===== src/rtl/mips_defs_pkg.sv =====
// ============================================================================
// mips_defs_pkg : shared constants for the MIPS pipeline front end
// Rev 1.0       : initial release
// ============================================================================
`default_nettype none

package mips_defs_pkg;

  localparam logic [31:0] c_reset_pc = 32'hBFC0_0000;
  localparam logic [31:0] c_nop_inst = 32'h0000_0000;

  localparam logic [1:0] c_st_idle = 2'd0;
  localparam logic [1:0] c_st_req  = 2'd1;
  localparam logic [1:0] c_st_wait = 2'd2;

endpackage

`default_nettype wire


===== src/rtl/if_hold_buf.sv =====
// ============================================================================
// if_hold_buf : one-entry pc+instruction buffer for returns that arrive while
//               IF/ID is stalled
// Rev 1.0     : initial release
// ============================================================================
`default_nettype none

module if_hold_buf
  import mips_defs_pkg::*;
#(
  parameter int ADDR_W = 32,
  parameter int DATA_W = 32
) (
  input  logic              clk,
  input  logic              resetn,
  input  logic              clr,
  input  logic              wr_en,
  input  logic [ADDR_W-1:0] wr_pc,
  input  logic [DATA_W-1:0] wr_inst,
  input  logic              rd_en,
  output logic              full,
  output logic [ADDR_W-1:0] pc,
  output logic [DATA_W-1:0] inst
);

  logic              r_full;
  logic [ADDR_W-1:0] r_pc;
  logic [DATA_W-1:0] r_inst;

  // clear beats write beats read; a write during a read keeps the entry full
  always_ff @(posedge clk or negedge resetn) begin
    if (!resetn) begin
      r_full <= 1'b0;
      r_pc   <= '0;
      r_inst <= DATA_W'(c_nop_inst);
    end else if (clr) begin
      r_full <= 1'b0;
    end else if (wr_en) begin
      r_full <= 1'b1;
      r_pc   <= wr_pc;
      r_inst <= wr_inst;
    end else if (rd_en) begin
      r_full <= 1'b0;
    end
  end

  assign full = r_full;
  assign pc   = r_pc;
  assign inst = r_inst;

endmodule

`default_nettype wire


===== src/rtl/fetch_unit.sv =====
// ============================================================================
// fetch_unit : MIPS IF stage - PC, single-outstanding instruction fetch and
//              the IF/ID pipeline register
// Rev 1.0    : initial release
// ============================================================================
`default_nettype none

module fetch_unit
  import mips_defs_pkg::*;
#(
  parameter int                ADDR_W   = 32,
  parameter int                DATA_W   = 32,
  parameter logic [ADDR_W-1:0] RESET_PC = c_reset_pc
) (
  input  logic              clk,
  input  logic              resetn,
  input  logic              stall_pc,
  input  logic              stall_if_id,
  input  logic              flush_if_id,
  input  logic              redirect_valid,
  input  logic [ADDR_W-1:0] redirect_pc,
  output logic              inst_req,
  output logic [ADDR_W-1:0] inst_addr,
  input  logic              inst_addr_ok,
  input  logic              inst_data_ok,
  input  logic [DATA_W-1:0] inst_rdata,
  output logic              if_id_valid,
  output logic [ADDR_W-1:0] if_id_pc,
  output logic [DATA_W-1:0] if_id_inst
);

  logic [1:0]        r_state;
  logic [1:0]        w_state_nxt;
  logic [ADDR_W-1:0] r_pc;
  logic [ADDR_W-1:0] r_req_pc;
  logic              r_discard;

  logic              r_if_id_valid;
  logic [ADDR_W-1:0] r_if_id_pc;
  logic [DATA_W-1:0] r_if_id_inst;

  logic              w_addr_fire;
  logic              w_data_ret;
  logic              w_data_fire;
  logic              w_issue;
  logic [ADDR_W-1:0] w_redirect_pc;

  logic              w_buf_full;
  logic              w_buf_wr;
  logic              w_buf_rd;
  logic              w_buf_full_nxt;
  logic [ADDR_W-1:0] w_buf_pc;
  logic [DATA_W-1:0] w_buf_inst;

  assign w_redirect_pc = redirect_pc & ~ADDR_W'(3);
  assign w_addr_fire   = (r_state == c_st_req)  && inst_addr_ok;
  assign w_data_ret    = (r_state == c_st_wait) && inst_data_ok;

  // a redirect seen while waiting makes the in-flight word wrong-path
  assign w_data_fire = w_data_ret && !r_discard && !redirect_valid && !flush_if_id;

  assign w_buf_wr = w_data_fire && (stall_if_id || w_buf_full);
  assign w_buf_rd = !flush_if_id && !stall_if_id && w_buf_full;

  always_comb begin
    w_buf_full_nxt = w_buf_full;
    if (flush_if_id)
      w_buf_full_nxt = 1'b0;
    else if (w_buf_wr)
      w_buf_full_nxt = 1'b1;
    else if (w_buf_rd)
      w_buf_full_nxt = 1'b0;
  end

  // never issue if the buffer will be occupied, so a return always has a home
  assign w_issue = !stall_pc && !w_buf_full_nxt;

  always_comb begin
    w_state_nxt = r_state;
    case (r_state)
      c_st_idle: if (w_issue) w_state_nxt = c_st_req;
      c_st_req:  if (inst_addr_ok) w_state_nxt = c_st_wait;
      c_st_wait: if (inst_data_ok) w_state_nxt = w_issue ? c_st_req : c_st_idle;
      default:   w_state_nxt = c_st_idle;
    endcase
  end

  always_ff @(posedge clk or negedge resetn) begin
    if (!resetn) begin
      r_state   <= c_st_idle;
      r_pc      <= RESET_PC;
      r_req_pc  <= '0;
      r_discard <= 1'b0;
    end else begin
      r_state <= w_state_nxt;
      if (redirect_valid)
        r_pc <= w_redirect_pc;
      else if (w_addr_fire)
        r_pc <= r_pc + ADDR_W'(4);
      if (w_addr_fire)
        r_req_pc <= r_pc;
      if (w_data_ret)
        r_discard <= 1'b0;
      else if (redirect_valid && (w_addr_fire || (r_state == c_st_wait)))
        r_discard <= 1'b1;
    end
  end

  if_hold_buf #(
    .ADDR_W (ADDR_W),
    .DATA_W (DATA_W)
  ) u_hold_buf (
    .clk     (clk),
    .resetn  (resetn),
    .clr     (flush_if_id),
    .wr_en   (w_buf_wr),
    .wr_pc   (r_req_pc),
    .wr_inst (inst_rdata),
    .rd_en   (w_buf_rd),
    .full    (w_buf_full),
    .pc      (w_buf_pc),
    .inst    (w_buf_inst)
  );

  // buffered word is older than any same-cycle return, so it loads first
  always_ff @(posedge clk or negedge resetn) begin
    if (!resetn) begin
      r_if_id_valid <= 1'b0;
      r_if_id_pc    <= '0;
      r_if_id_inst  <= DATA_W'(c_nop_inst);
    end else if (flush_if_id) begin
      r_if_id_valid <= 1'b0;
      r_if_id_inst  <= DATA_W'(c_nop_inst);
    end else if (!stall_if_id) begin
      if (w_buf_full) begin
        r_if_id_valid <= 1'b1;
        r_if_id_pc    <= w_buf_pc;
        r_if_id_inst  <= w_buf_inst;
      end else if (w_data_fire) begin
        r_if_id_valid <= 1'b1;
        r_if_id_pc    <= r_req_pc;
        r_if_id_inst  <= inst_rdata;
      end else begin
        r_if_id_valid <= 1'b0;
        r_if_id_inst  <= DATA_W'(c_nop_inst);
      end
    end
  end

  assign inst_req    = (r_state == c_st_req);
  assign inst_addr   = r_pc;
  assign if_id_valid = r_if_id_valid;
  assign if_id_pc    = r_if_id_pc;
  assign if_id_inst  = r_if_id_inst;

endmodule

`default_nettype wire


===== config.mk =====
export PLATFORM = sky130hd
export DESIGN_NAME = fetch_unit
export DESIGN_NICKNAME = d
export VERILOG_FILES = /design/src/rtl/mips_defs_pkg.sv /design/src/rtl/if_hold_buf.sv /design/src/rtl/fetch_unit.sv
export SDC_FILE = /design/constraint.sdc
export NUM_CORES = 1
export LEC_CHECK = 0
export BUFFER_PORTS_ARGS = -buffer_cell sky130_fd_sc_hd__buf_4
export CORE_UTILIZATION = 50
export CTS_CLUSTER_DIAMETER = 120
export CTS_CLUSTER_SIZE = 8
export DETAILED_ROUTE_END_ITERATION = 8
export PLACE_DENSITY_LB_ADDON = 0.2
export SLEW_MARGIN = 25
export SYNTH_ARGS = -nofsm -noshare
export SYNTH_HDL_FRONTEND = slang
export SYNTH_HIERARCHICAL = 1
export SYNTH_SLANG_ARGS = --single-unit

===== constraint.sdc =====
create_clock -name clk -period 1.95 [get_ports clk]
set_clock_uncertainty 0.1 [all_clocks]
set_input_delay 0.0975 -clock clk [delete_from_list [all_inputs] [get_ports clk]]
set_output_delay 0.0975 -clock clk [all_outputs]
set_load 0.005 [all_outputs]

After elaboration in Yosys (flattened, before gate mapping)

Cells that the tools add are included.
W data, S select, Z words.

Reductions and logical operators: 25
Add/sub/neg operators: 1
Bitwise logic cells: 2
Equal/unequal tests: 6
Multiplexer cells: 22

Operators with widths:

| kind                    | number |
|---|---|
| $mux W32                | 8 |
| $add A32 B3 Y32 const B | 1 |
| $logic_and A1 B1 Y1     | 10 |
| $mux W1                 | 10 |
| $logic_not A1 Y1        | 6 |
| $mux W2                 | 3 |
| $pmux W2 S3             | 1 |
| $reduce_and A3 Y1       | 2 |
| $reduce_bool A2 Y1      | 3 |
| $ne A2 B1 Y1 const B    | 2 |
| $ne A2 B2 Y1 const B    | 2 |
| $eq A2 B1 Y1 const B    | 1 |
| $eq A2 B2 Y1 const B    | 1 |
| $logic_not A2 Y1        | 1 |
| $logic_or A1 B1 Y1      | 2 |
| $not A1 Y1              | 2 |
| $reduce_and A2 Y1       | 1 |

Bits in registers: 197
Bits of input ports: 72
Output and inout port bits: 98
Logic and storage cells: 66

Longest topological paths before layout

Gate-level depths: netlist (run 1).

Depth in word-level cells: 13
Depth in mapped cells: 7

By module

Netlist (run 1), hierarchy kept.

Modules (own cells, without submodules):

| module      | cells an instance | sequential area each (µm²) | times used | area each (µm²) |
|---|---|---|---|---|
| fetch_unit  | 518               | 3,214.3                    | 1          | 5,743.0 |
| if_hold_buf | 140               | 1,626.6                    | 1          | 2,741.4 |

Worst setup path after synthesis (run 1)

Ideal clock, no wire load.

Kind: flip-flop to flip-flop
From: register u_hold_buf.r_full (netlist: u_hold_buf/full)
To: register u_hold_buf.r_inst[0] (netlist: u_hold_buf/inst[0])
Clock period less this slack: 2.169 ns
Buffers on the path: 4
Cell stages (with the launch flop): 8
Arrival: 1.944 ns
Path slack: -0.219 ns
Cell sequence: dfrtp_1 -> clkbuf_1 -> clkbuf_1 -> o21a_1 -> nor2b_4 -> buf_12 -> buf_12 -> mux2_4

Cells in the longest elaborated chain, start to end: 3

RTL lines:

| item                        | line              | RTL |
|---|---|---|
| start, declared             | if_hold_buf.sv:26 | `logic r_full;` |
| start signal, assigned      | if_hold_buf.sv:33 | `r_full <= 1'b0;` |
| start signal, assigned      | if_hold_buf.sv:37 | `r_full <= 1'b0;` |
| start signal, assigned      | if_hold_buf.sv:39 | `r_full <= 1'b1;` |
| $logic_or A1 B1 Y1          | fetch_unit.sv:62  | `assign w_buf_wr = w_data_fire && (stall_if_id \|\| w_buf_full);` |
| $logic_and A1 B1 Y1         | fetch_unit.sv:62  |  |
| via w_buf_wr                | fetch_unit.sv:49  | `logic w_buf_wr;` |
| $reduce_and A2 Y1 (no line) | -                 |  |
| end signal, assigned        | if_hold_buf.sv:35 | `r_inst <= DATA_W'(c_nop_inst);` |
| end signal, assigned        | if_hold_buf.sv:41 | `r_inst <= wr_inst;` |
| end, declared               | if_hold_buf.sv:28 | `logic [DATA_W-1:0] r_inst;` |

The timed path passes the listed nets, and every way through them passes these cells.
A chain may end at the register's enable or synchronous reset.

Worst setup path in the final report (run 1)

From: register r_state[0]
To: register u_hold_buf.r_pc[12] (netlist: u_hold_buf/pc[12])

Cells in the longest elaborated chain, start to end: 7

RTL lines:

| item                             | line              | RTL |
|---|---|---|
| start, declared                  | fetch_unit.sv:32  | `logic [1:0] r_state;` |
| start signal, assigned           | fetch_unit.sv:90  | `r_state <= c_st_idle;` |
| start signal, assigned           | fetch_unit.sv:95  | `r_state <= w_state_nxt;` |
| $eq A2 B2 Y1                     | fetch_unit.sv:57  | `assign w_data_ret = (r_state == c_st_wait) && inst_data_ok;` |
| $logic_and A1 B1 Y1              | fetch_unit.sv:57  |  |
| $logic_and A1 B1 Y1 (3 in a row) | fetch_unit.sv:60  | `assign w_data_fire = w_data_ret && !r_discard && !redirect_valid && !flush_if_id;` |
| $logic_and A1 B1 Y1              | fetch_unit.sv:62  |  |
| via w_buf_wr                     | fetch_unit.sv:49  |  |
| $reduce_and A2 Y1 (no line)      | -                 |  |
| end signal, assigned             | if_hold_buf.sv:40 | `r_pc <= wr_pc;` |
| end, declared                    | if_hold_buf.sv:27 | `logic [ADDR_W-1:0] r_pc;` |

The timed path passes the listed nets, and every way through them passes these cells.

==> summary by stage, run 1 <==
Synthesis
The number of library cell types mapped by synthesis is 43. The number of cells produced by synthesis is ~660. In the post-synthesis netlist, the biggest area contributors are sky130_fd_sc_hd__dfrtp_1, sky130_fd_sc_hd__mux2_4, sky130_fd_sc_hd__mux2_2. sky130_fd_sc_hd__dfrtp_1 takes more of the synthesized area than any other cell. The area share of the leading cell type in the synthesized netlist is 54.3%. The most used flip-flop cell after synthesis is sky130_fd_sc_hd__dfrtp_1. In this run, synthesis inferred 0 flip-flops with an integrated enable. In this run the cell area of the synthesized design comes to between 8000 and 9000 um2. Yosys printed 6 warnings. The fraction of registers with async set or reset after synthesis is between 90% and 100%.

The sequential fraction of the synthesis area is ~57%. The average instance area after synthesis is between 10 and 15 um2. The number of storage elements in the synthesis netlist is between 150 and 200.

Die
The die outline area is between 15,000 and 20,000 um2. The floorplan step defined a core boundary enclosing about 17,000 um2. The starting utilization of the core area is between 50% and 60%. The die boundary height is between 100 and 150 um. Pin placement for this block handled 170 I/O pins. The standard-cell row count is 47. The overall die width is roughly 130 um.

Power
The reported leakage power is around 5.7 nW. For this design the total switching power over the nets is around 2.9 mW. The clock network fraction of total power is 35.7%. The switching power share of the total is about a quarter. The internal power contribution is ~8.4 mW. The register share of total power is between 40% and 50%. The areal power density over the cells is slightly below 1000 nW/um2. Across the VDD grid, the largest voltage drop is ~650 uV. Combinational cells account for between 15 and 20% of the total power.

GRT
The number of antenna violations at the first check in global routing is 0. The number of global-route vias before repair is approximately 6,600. The global routing's busiest layer is met2. Summed over all layers, the global routing overflow is 0. Global routing consumed, on the met1 layer, between 30% and 40% of the routing resources.

For this run, global-route usage on met3 was measured as slightly above 5%. Global routing used 25.1% of the available tracks across all layers. Entering global routing, the biggest net connects 61 pins. In the global route stage, met2 resource usage came out at 40.8%. The first-pass GRT wire length is 34,200 um.

Drt
The via total after detailed routing is 6,169. The total wirelength of the detailed-routed design is about 21,000 um. For this block, the initial DRC count from the detailed router was roughly 450. The average via count per standard cell is approximately 5.4.

The detail-routed net length per standard cell is approximately 18 um. The first TritonRoute pass finished after 8 iterations. The final routed DRC violation total is 0.

The post-detailed-route count of antenna-violating nets is 0.

Setup path
The worst setup path is launched from a register. Data arrives at the worst endpoint at 2.23 ns. The type of element capturing the critical path is a register. By startpoint and endpoint, the worst setup path is classified as reg2reg. The first element of the critical path is r_state[0]. At the worst endpoint, the required time is 2.17 ns.

The maximum fanout encountered on the critical timing path is 15. The gate family responsible for the most delay along the worst path is simple AND/OR/NAND/NOR gates. The maximum cell stage delay along the critical path is roughly 0.37 ns. The largest individual stage delay along the critical path comes from the cell sky130_fd_sc_hd__dfrtp_1. Traced cell by cell, the critical path runs through nand3b_1 -> nor4_2 -> o21a_1 -> nor2b_4 -> buf_12 -> buf_16 -> mux2_4. The startpoint identified for the worst register-to-register timing path is r_state[0]. The number of buffers and inverters on the critical path is 2.

Clock network
The clock tree from TritonCTS is yes. The clock net in this run drives a total of 193 sinks. The total clock buffers created by CTS is 17.

In this run the number of H-tree levels came out at 4. The clock slew seen by the registers of the worst setup and hold paths is ~0.07 ns. The deepest clock path buffer count is 2. The insertion delay to the later sink of the worst-skew pair is about 0.43 ns. The root buffer cell is sky130_fd_sc_hd__clkbuf_16.

Timing
Across all setup checks in the final design, the least slack found is -0.0582 ns. In this run the tightest slew margin relative to its limit is roughly 65%. The final-report max-slew violation count is 0. Based on the critical path, the design can be clocked at up to between 0.4 and 0.5 GHz. The number of failing setup endpoints in the final timing report is 63. Final hold analysis gives a worst-case slack of approximately 0.055 ns. Setup repair after global routing could not meet its margin everywhere. The final hold violation count is 0. The part of the cycle the worst path needs is 103%. The worst path in the final design needs a cycle of around 2.0 ns, including I/O delays and setup. At the pin with the least slew margin, the transition time is about 0.53 ns.

Place
The port buffer count is roughly 170. The post-DP HPWL is 13,000 um. The congestion estimate from routability-driven global placement came to about 0.84. The number of placed cells counting well taps is between 1,000 and 1,500. Before CTS, the worst setup slack after placement is -0.0624 ns.

Outcome
The run finished, with violations left. The final reports fail on negative setup slack.

Cells and area
The share of cells above drive strength 1 is 38.5%. The final instance count without filler cells is roughly 1,100. The area growth from synthesis to layout is 37.6%.

The number of nets in the finished design is 988. In the layout the commonest cells are sky130_fd_sc_hd__buf_4, sky130_fd_sc_hd__dfrtp_1, sky130_fd_sc_hd__nand2_1. The library cell used most frequently in the layout, excluding fill and tap cells, is sky130_fd_sc_hd__buf_4. Cells fill between 70% and 80% of the core in the end.

Worst hold path
The kind of path behind the tightest hold check is in2reg. In this run the most critical hold path is launched from stall_if_id.

Flow run
Max-cap violations in this run came to 0.
synth_stat cells (all sizes together), types with 3 or more instances:
library cell,instances
dfrtp,184
and3,3
dfstp,9
xnor2,8
a22o,3
buf,16
nand4,11
a222oi,32
and2,3
o21ai,64
nor2b,4
nor2,7
nand3,10
nand2,74
clkbuf,26
nor3,3
nor4,6
inv,37
mux2i,31
xor2,21
mux2,92
stage by stage:
| stage | area (um2) | setup TNS [ns] | power, mW |
|---|---|---|---|
| 4_1_cts | 11600 | -1.22 | 11.3 |
| 5_1_grt | 11700 | -8.95 | 11.8 |
| 6_report | 11700 | -1.99 | 11.3 |
| 3_5_place_dp | 10100 | -0.978 | 7.17 |
| 2_1_floorplan | 8500 | 0 | 6.23 |
| 3_3_place_gp | 10100 | -0.646 | 7.06 |
final timing paths:
path / slack (ns) / cells past startpoint / end
max reg2reg: -0.06 / 7 / u_hold_buf/pc[12]
max in group asynchronous: 0.94 / 3 / u_hold_buf/inst[14]
min reg2reg: 0.39 / 2 / if_id_pc[7]
max: -0.06 / 7 / u_hold_buf/pc[12]
min: 0.05 / 4 / r_state[0]
min in group asynchronous: 0.10 / 2 / u_hold_buf/pc[1]
flip-flops by register name, summed over array words and instances (netlist names):
signal / cells
r_req_pc: 30
u_hold_buf/inst: 32
if_id_pc: 32
u_hold_buf/full: 1
r_state: 2
if_id_inst: 32
inst_addr: 30
if_id_valid: 1
u_hold_buf/pc: 32
r_discard: 1
worst min-delay path, delay by kind of cell:
kind / cells / cell delay (ns)
AOI/OAI and AO/OA: 2 / 0.20
and+or+nand+nor: 1 / 0.15
buffers and inverters: 1 / 0.10
cell families (layout without fill, tap and decap cells):
logic type,Yosys count,in the layout,share of synthesized area [%]
flip-flops,193,193,57.1
AND/OR/NAND/NOR,129,129,7.96
multiplexers,123,123,18.5
AO/OA/AOI/OAI,103,103,8.24
buffers and inverters,79,346,5.03
XOR/XNOR,29,29,2.99
adder cells (fa/ha/maj),1,1,0.147
other,1,5,0.0442
what timing repair did:
action                                  4_1_cts  5_1_grt
gates resized for setup                       9        7
cloned                                        3        1
hold endpoints to repair                    258        0
pin swaps                                     1        1
endpoints found under the setup margin       64       69
setup buffers                                 2        3
hold buffers                                 67        0
metal layers:
metal	wire length [um]	part of all wire (%)
met5	0	0
met4	454	2.2
met3	1200	5.8
met2	9980	48
met1	9040	44
power by group through the flow:
stage          sequential, mW  clock, mW  combinational [mW]
2_1_floorplan            5.16          0                1.07
3_3_place_gp             5.23          0                1.84
3_5_place_dp             5.27          0                1.90
4_1_cts                  5.21       4.10                2.03
5_1_grt                  5.30       4.25                2.23
6_report                 5.22       4.03                2.03
layout make-up:
class                           count  area (um2)
Clock buffer                       18         439
Inverter                           37         139
Timing Repair Buffer              277        2460
Antenna cell                        1        2.50
Sequential cell                   193        4840
Clock inverter                     14         249
Fill cell                        1198        4910
Tap cell                          220         275
Multi-Input combinational cell    389        3260
(Power assumes the default switching activity.)
==> run 2, diff against run 1 <==
Settings changed: HOLD_SLACK_MARGIN set to 0.12.
==> summary by stage, run 2 (same netlist as run 1, synthesis figures left out) <==
Outcome
The flow ran to the end, but the final reports show violations. The final reports fail on negative setup slack.

Timing
The number of failing setup endpoints in the final timing report is 61 (-3.2%). The smallest setup slack after layout is -0.0581 ns (+0.0000757 ns). The time the final worst path needs with I/O delays and setup is 2.01 ns (-0.0000757 ns). The final hold violation count was 0 (unchanged). The part of the cycle the worst path needs is 103% (about the same). The final-report max-slew violation count was 0 (unchanged). The worst relative slew slack came to 64.8% (about the same).

Setup repair after global routing could not meet its margin everywhere. The slew of the pin with the lowest slew margin is 0.528 ns (+0.000855 ns). The maximum clock frequency came to 0.498 GHz (about the same). The worst hold slack after final layout was 0.103 ns (+0.0479 ns).

The summed negative setup slack over all endpoints is -1.92 ns (+0.0773 ns).

Power
The areal power density over the cells came to 966 nW/um2 (about the same). The internal power contribution is 8.40 mW (about the same). The clock network fraction of total power was 35.7% (about the same). The register share of total power was 46.3% (about the same). The overall power after layout came to 11.3 mW (about the same). The switching power share of the total is 25.5% (+0.028 points). The net switching power is 2.88 mW (+0.16%). The reported leakage power is 5.68 nW (about the same). The worst-case vdd ir drop is 653 uV (-0.15%).

The share of total power in combinational logic is 18.0% (about the same).

Setup path
Tracing the worst setup path back leads to its startpoint at r_state[0]. STA classifies the critical path startpoint as a register. The maximum fanout encountered on the critical timing path came to 15 (unchanged). The startpoint of the worst-slack reg-to-reg timing path is r_state[0]. The type of element capturing the critical path is a register. The data required time of the worst path was 2.17 ns (about the same). The cell depth of the worst flop-to-flop path was 7 (unchanged). By startpoint and endpoint, the worst setup path is classified as reg2reg. The arrival time reported for the critical path endpoint was 2.23 ns (about the same).

Cells and area
The top cell types in the final layout, fill and taps aside, are sky130_fd_sc_hd__buf_4, sky130_fd_sc_hd__dfrtp_1, sky130_fd_sc_hd__nand2_1. The share of cells above drive strength 1 is 38.4% (-0.041 points). The number of nets in the finished design is 989 (+0.10%). The number of filler instances in the final layout was 1,196 (-0.17%).

Leaving out fill and tap cells, the most frequent cell in the layout is sky130_fd_sc_hd__buf_4. The final instance area is 11,700 um2 (about the same). The area growth from synthesis to layout is 37.7% (about the same). The utilization of the core after routing came to 70.5% (about the same).

Drt
The number of detailed-routing iterations run before antenna repair is 5 (-3). The met3 wirelength from detailed routing is 1130 um (-6.1%). The detail-routed net length per standard cell is 18.0 um (about the same). The total wirelength of the detailed-routed design is 20,700 um (about the same). The met2 layer wire length in the routed design is 10,000 um (+0.38%). The sum of routed wire segments on met1 is 9110 um (+0.75%).

The number of DRC markers in iteration 0 is 491 (+8.6%). The final routed DRC violation total is 0 (unchanged). The average via count per standard cell is 5.37 (about the same).

The via total after detailed routing is 6,175 (+0.097%). The uppermost layer routed is met4. The post-detailed-route count of antenna-violating nets is 0 (unchanged).

GRT
The overall fraction of global-route tracks in use came to 25.1% (+0.030 points). The maximum number of pins on one net before global-route repair is 61 (unchanged). The number of global-route vias before repair was 6,590 (+0.12%). The total global routing overflow came to 0 (unchanged).

The first-pass GRT wire length was 34,300 um (+0.12%). The number of antenna violations at the first check in global routing came to 0 (unchanged).

Worst hold path
The kind of path behind the tightest hold check is in2async.

Clock network
The CTS sink count was 193 (unchanged). The deepest clock path buffer count is 2 (unchanged). The clock tree from TritonCTS is yes. The insertion delay to the later sink of the worst-skew pair is 0.43 ns (about the same). The clock slew seen by the registers of the worst setup and hold paths is 0.07 ns (about the same). The count of H-tree levels built during CTS is 4 (unchanged). The total clock buffers created by CTS is 17 (unchanged). The tree is rooted in a sky130_fd_sc_hd__clkbuf_16.

Die
The standard-cell row count is 47 (unchanged). The area of the core is 16,600 um2 (unchanged). The overall die width is 132 um (unchanged).

The count of pins on the block boundary is 170 (unchanged). The die boundary height came to 132 um (unchanged). The die outline area is 17,500 um2 (unchanged). The starting utilization of the core area is 51.2% (unchanged).

Place
The port buffer count is 165 (unchanged). The placer congestion estimate is 0.838 (unchanged). The post-DP HPWL is 13,000 um (unchanged). The area after detailed placement came to 10,100 um2 (unchanged).

Flow run
The number of max-capacitance violations reported is 0 (unchanged).
## run 2: cell types whose count changed in the layout (fill, tap and decap cells not counted), sizes merged
cell         change
dlygate4sd3      +1
## run 2: routing by layer
layer	up-vias	track usage, %
li1	2850	-
met1	3084	32.9
met2	206	40.9
met3	35	5.61
met4	0	9.58
met5	-	0
## run 2: timing repair
action | CTS | global route
buffers inserted | 2 | 3
resized for setup | 9 | 7
pin swaps | 1 | 1
endpoints found under the hold margin | 283 | 0
setup endpoints to repair | 64 | 69
hold buffers | 68 | 0
cloned | 3 | 1
## run 2: stage by stage
| stage | instances | setup slack [ns] |
|---|---|---|
| 4_1_cts | 1145 | -0.0402 |
| 5_1_grt | 1149 | -0.168 |
| 3_5_place_dp | 1040 | -0.0624 |
| 2_1_floorplan | 661 | 0.00477 |
| 6_report | 1150 | -0.0581 |
| 3_3_place_gp | 1040 | -0.0514 |
## run 2: power by group through the flow
| stage | combinational (mW) | sequential (mW) | clock, mW |
|---|---|---|---|
| floorplan | 1.07 | 5.16 | 0 |
| global placement | 1.84 | 5.23 | 0 |
| detailed placement | 1.90 | 5.27 | 0 |
| CTS | 2.03 | 5.21 | 4.10 |
| global route | 2.23 | 5.30 | 4.25 |
| finish | 2.03 | 5.22 | 4.03 |
## run 2: layout make-up
class | instances | area [um2] | area share (%)
Antenna cell | 1 | 2.50 | 0.0214
Clock buffer | 18 | 439 | 3.76
Clock inverter | 14 | 249 | 2.13
Inverter | 37 | 139 | 1.19
Multi-Input combinational cell | 389 | 3260 | 27.9
Sequential cell | 193 | 4840 | 41.5
Tap cell | 220 | 275 | 2.36
Timing Repair Buffer | 278 | 2470 | 21.2
## run 2: worst paths after layout
kind | end | slack (ns)
min | u_hold_buf/pc[1] | 0.10
min reg2reg | if_id_pc[7] | 0.39
min in group clk | inst_addr[25] | 0.15
max in group asynchronous | u_hold_buf/inst[14] | 0.93
max reg2reg | u_hold_buf/pc[12] | -0.06
max | u_hold_buf/pc[12] | -0.06
## run 2: critical path, cell delays in order (launching register included)
cell and delay [ns]:
sky130_fd_sc_hd__dfrtp_1 0.37, sky130_fd_sc_hd__nand3b_1 0.18, sky130_fd_sc_hd__nor4_2 0.20, sky130_fd_sc_hd__o21a_1 0.19, sky130_fd_sc_hd__nor2b_4 0.19, sky130_fd_sc_hd__buf_12 0.15
sky130_fd_sc_hd__buf_16 0.19, sky130_fd_sc_hd__mux2_4 0.32
==> run 3, diff against run 2 <==
Clock period 1.95 ns to 1.7 ns, I/O delays scaled along.
==> summary by stage, run 3 (same netlist as run 1, synthesis figures left out) <==
Outcome
The run finished, with violations left. The final reports fail on negative setup slack.

Die
The count of pins on the block boundary is 170 (unchanged). The die outline area is 17,500 um2 (unchanged). The overall die width was 132 um (unchanged). The standard-cell row count is 47 (unchanged).

The starting utilization of the core area came to 51.2% (unchanged). The area of the core is 16,600 um2 (unchanged). The die boundary height was 132 um (unchanged).

Power
The worst-case vdd ir drop is 784 uV (+20%). The areal power density over the cells was 1050 nW/um2 (+8.5%). The share of total power in combinational logic is 22.3% (+4.3 points). The switching power share of the total is 26.8% (+1.2 points). The register share of total power is 45.2% (-1.1 points).

The reported leakage power is 6.17 nW (+8.6%). The internal power contribution is 9.76 mW (+16%). The overall power after layout was 13.3 mW (+18%). The net switching power is 3.56 mW (+24%). The clock network fraction of total power was 32.5% (-3.2 points).

Cells and area
The top cell types in the final layout, fill and taps aside, are sky130_fd_sc_hd__buf_4, sky130_fd_sc_hd__dfrtp_1, sky130_fd_sc_hd__dlygate4sd3_1. The library cell used most frequently in the layout, excluding fill and tap cells, is sky130_fd_sc_hd__buf_4. The number of nets in the finished design is 1,045 (+5.7%).

The antenna diode count is 0 (-1). The area growth from synthesis to layout is 49.9%. The number of filler instances in the final layout is 1,008 (-16%). The utilization of the core after routing came to 76.7% (+6.2 points).

The share of cells above drive strength 1 is 48.8% (+10 points). The final instance area came to 12,700 um2 (+8.8%).

Place
The post-DP HPWL is 13,600 um (+4.6%). The area after detailed placement was 10,400 um2 (+2.4%). The port buffer count was 165 (unchanged). The placer congestion estimate was 0.842 (+0.51%).

Timing
The time the final worst path needs with I/O delays and setup was 2.11 ns (+0.101 ns). The maximum clock frequency was 0.474 GHz (-4.8%). The smallest setup slack after layout is -0.409 ns (-0.351 ns). The worst hold slack after final layout is 0.108 ns (+0.00577 ns).

The part of the cycle the worst path needs is 124% (+21 points). The final hold violation count is 0 (unchanged). The final-report max-slew violation count is 0 (unchanged). Setup repair after global routing could not meet its margin everywhere. The summed negative setup slack over all endpoints is -34.17 ns (-32.26 ns). The number of failing setup endpoints in the final timing report is 164 (+170%). The worst relative slew slack is 62.8% (-2.0 points). The slew of the pin with the lowest slew margin is 0.558 ns (+0.0294 ns).

Worst hold path
The kind of path behind the tightest hold check is in2reg.

GRT
The maximum number of pins on one net before global-route repair is 61 (unchanged). The number of global-route vias before repair was 6,713 (+1.9%). The total global routing overflow was 0 (unchanged). The first-pass GRT wire length came to 35,100 um (+2.4%). The number of antenna violations at the first check in global routing is 0 (unchanged). The overall fraction of global-route tracks in use was 25.7% (+0.57 points).

Setup path
The combined buffer and inverter count along the critical path was 2 (unchanged). The worst-path cell with the longest stage delay is sky130_fd_sc_hd__dfrtp_1. The arrival time reported for the critical path endpoint came to 2.33 ns (+0.10 ns).

The critical path goes through nand3b_1 -> nor4_2 -> o21a_1 -> nor2b_4 -> buf_6 -> buf_16 -> mux2_4. The maximum fanout encountered on the critical timing path is 12 (-3). The gate family responsible for the most delay along the worst path is simple AND/OR/NAND/NOR gates. The critical setup path kind is reg2reg. The maximum cell stage delay along the critical path is 0.40 ns (+0.03 ns).

STA classifies the critical path startpoint as a register. The data required time of the worst path is 1.92 ns (-0.25 ns). The type of element capturing the critical path is a register.

Clock network
The total clock buffers created by CTS is 17 (unchanged). The deepest clock path buffer count is 2 (unchanged). The tree is rooted in a sky130_fd_sc_hd__clkbuf_16. The clock slew seen by the registers of the worst setup and hold paths is 0.07 ns (about the same). The clock tree from TritonCTS is yes. The CTS sink count is 193 (unchanged). The insertion delay to the later sink of the worst-skew pair was 0.44 ns (about the same).

The hold buffer count at CTS is 69 (+1.5%). The count of H-tree levels built during CTS is 4 (unchanged).

Drt
The total wirelength of the detailed-routed design is 24,600 um (+19%). The number of DRC markers in iteration 0 is 554 (+13%). The number of detailed-routing iterations run before antenna repair came to 6 (+1). The via total after detailed routing is 6,688 (+8.3%). The detail-routed net length per standard cell is 20.5 um (+14%).

The average via count per standard cell came to 5.56 (+3.5%). The final routed DRC violation total is 0 (unchanged). The post-detailed-route count of antenna-violating nets is 0 (unchanged).

Flow run
The number of max-capacitance violations reported was 0 (unchanged).
run 3: repair_timing:
item                                   4_1_cts  5_1_grt
buffers inserted                             7       12
gates resized for setup                     47      149
setup endpoints to repair                  115      162
pin swaps                                   21       60
endpoints found under the hold margin      285        1
gates cloned                                 5       13
run 3: worst paths after layout:
| kind | start | to | slack [ns] | cells after the start |
|---|---|---|---|---|
| worst min register to register | if_id_pc[21] | if_id_pc[21] | 0.39 | 2 |
| worst min-delay path | redirect_valid | u_hold_buf/full | 0.11 | 6 |
| min in group asynchronous | resetn | if_id_pc[6] | 0.57 | 3 |
| max in group asynchronous | resetn | inst_addr[26] | 0.27 | 4 |
| worst max-delay path | r_state[0] | u_hold_buf/pc[2] | -0.41 | 7 |
| worst max register to register | r_state[0] | u_hold_buf/pc[2] | -0.41 | 7 |
run 3: worst min-delay path, stage by stage:
cell and delay (ns):
sky130_fd_sc_hd__buf_4 0.09, sky130_fd_sc_hd__nor4_2 0.05, sky130_fd_sc_hd__o21a_1 0.12, sky130_fd_sc_hd__buf_4 0.14, sky130_fd_sc_hd__inv_1 0.05, sky130_fd_sc_hd__a21oi_1 0.06
run 3: stage by stage:
stage | instances | setup WS, ns
floorplan | 661 | -0.245
global placement | 1070 | -0.280
detailed placement | 1070 | -0.328
CTS | 1180 | -0.297
global route | 1203 | -0.487
finish | 1203 | -0.409
run 3: metal layers:
layer / GRT usage (%) / up-vias / part of all wire [%]
li1: - / 2955 / -
met2: 42.1 / 264 / 50
met4: 8.75 / 0 / 2.4
met5: 0 / - / 0
met3: 4.92 / 48 / 5.0
met1: 34.4 / 3421 / 43
run 3: power groups by stage:
stage / logic (mW) / clock network, mW / registers [mW]
global route: 3.21 / 4.56 / 6.10
CTS: 2.58 / 4.35 / 5.93
floorplan: 1.23 / 0 / 5.92
detailed placement: 2.34 / 0 / 5.99
global placement: 2.26 / 0 / 5.95
finish: 2.97 / 4.33 / 6.02
run 3: area by class of cell:
type | count | area, um2 | area share (%)
inverter | 37 | 139 | 1.09
sequential | 193 | 4840 | 38.1
clock buffer | 22 | 484 | 3.81
clock inverter | 8 | 153 | 1.20
multi-input combinational | 389 | 3640 | 28.7
tap | 220 | 275 | 2.16
timing repair buffer | 334 | 3180 | 25.0
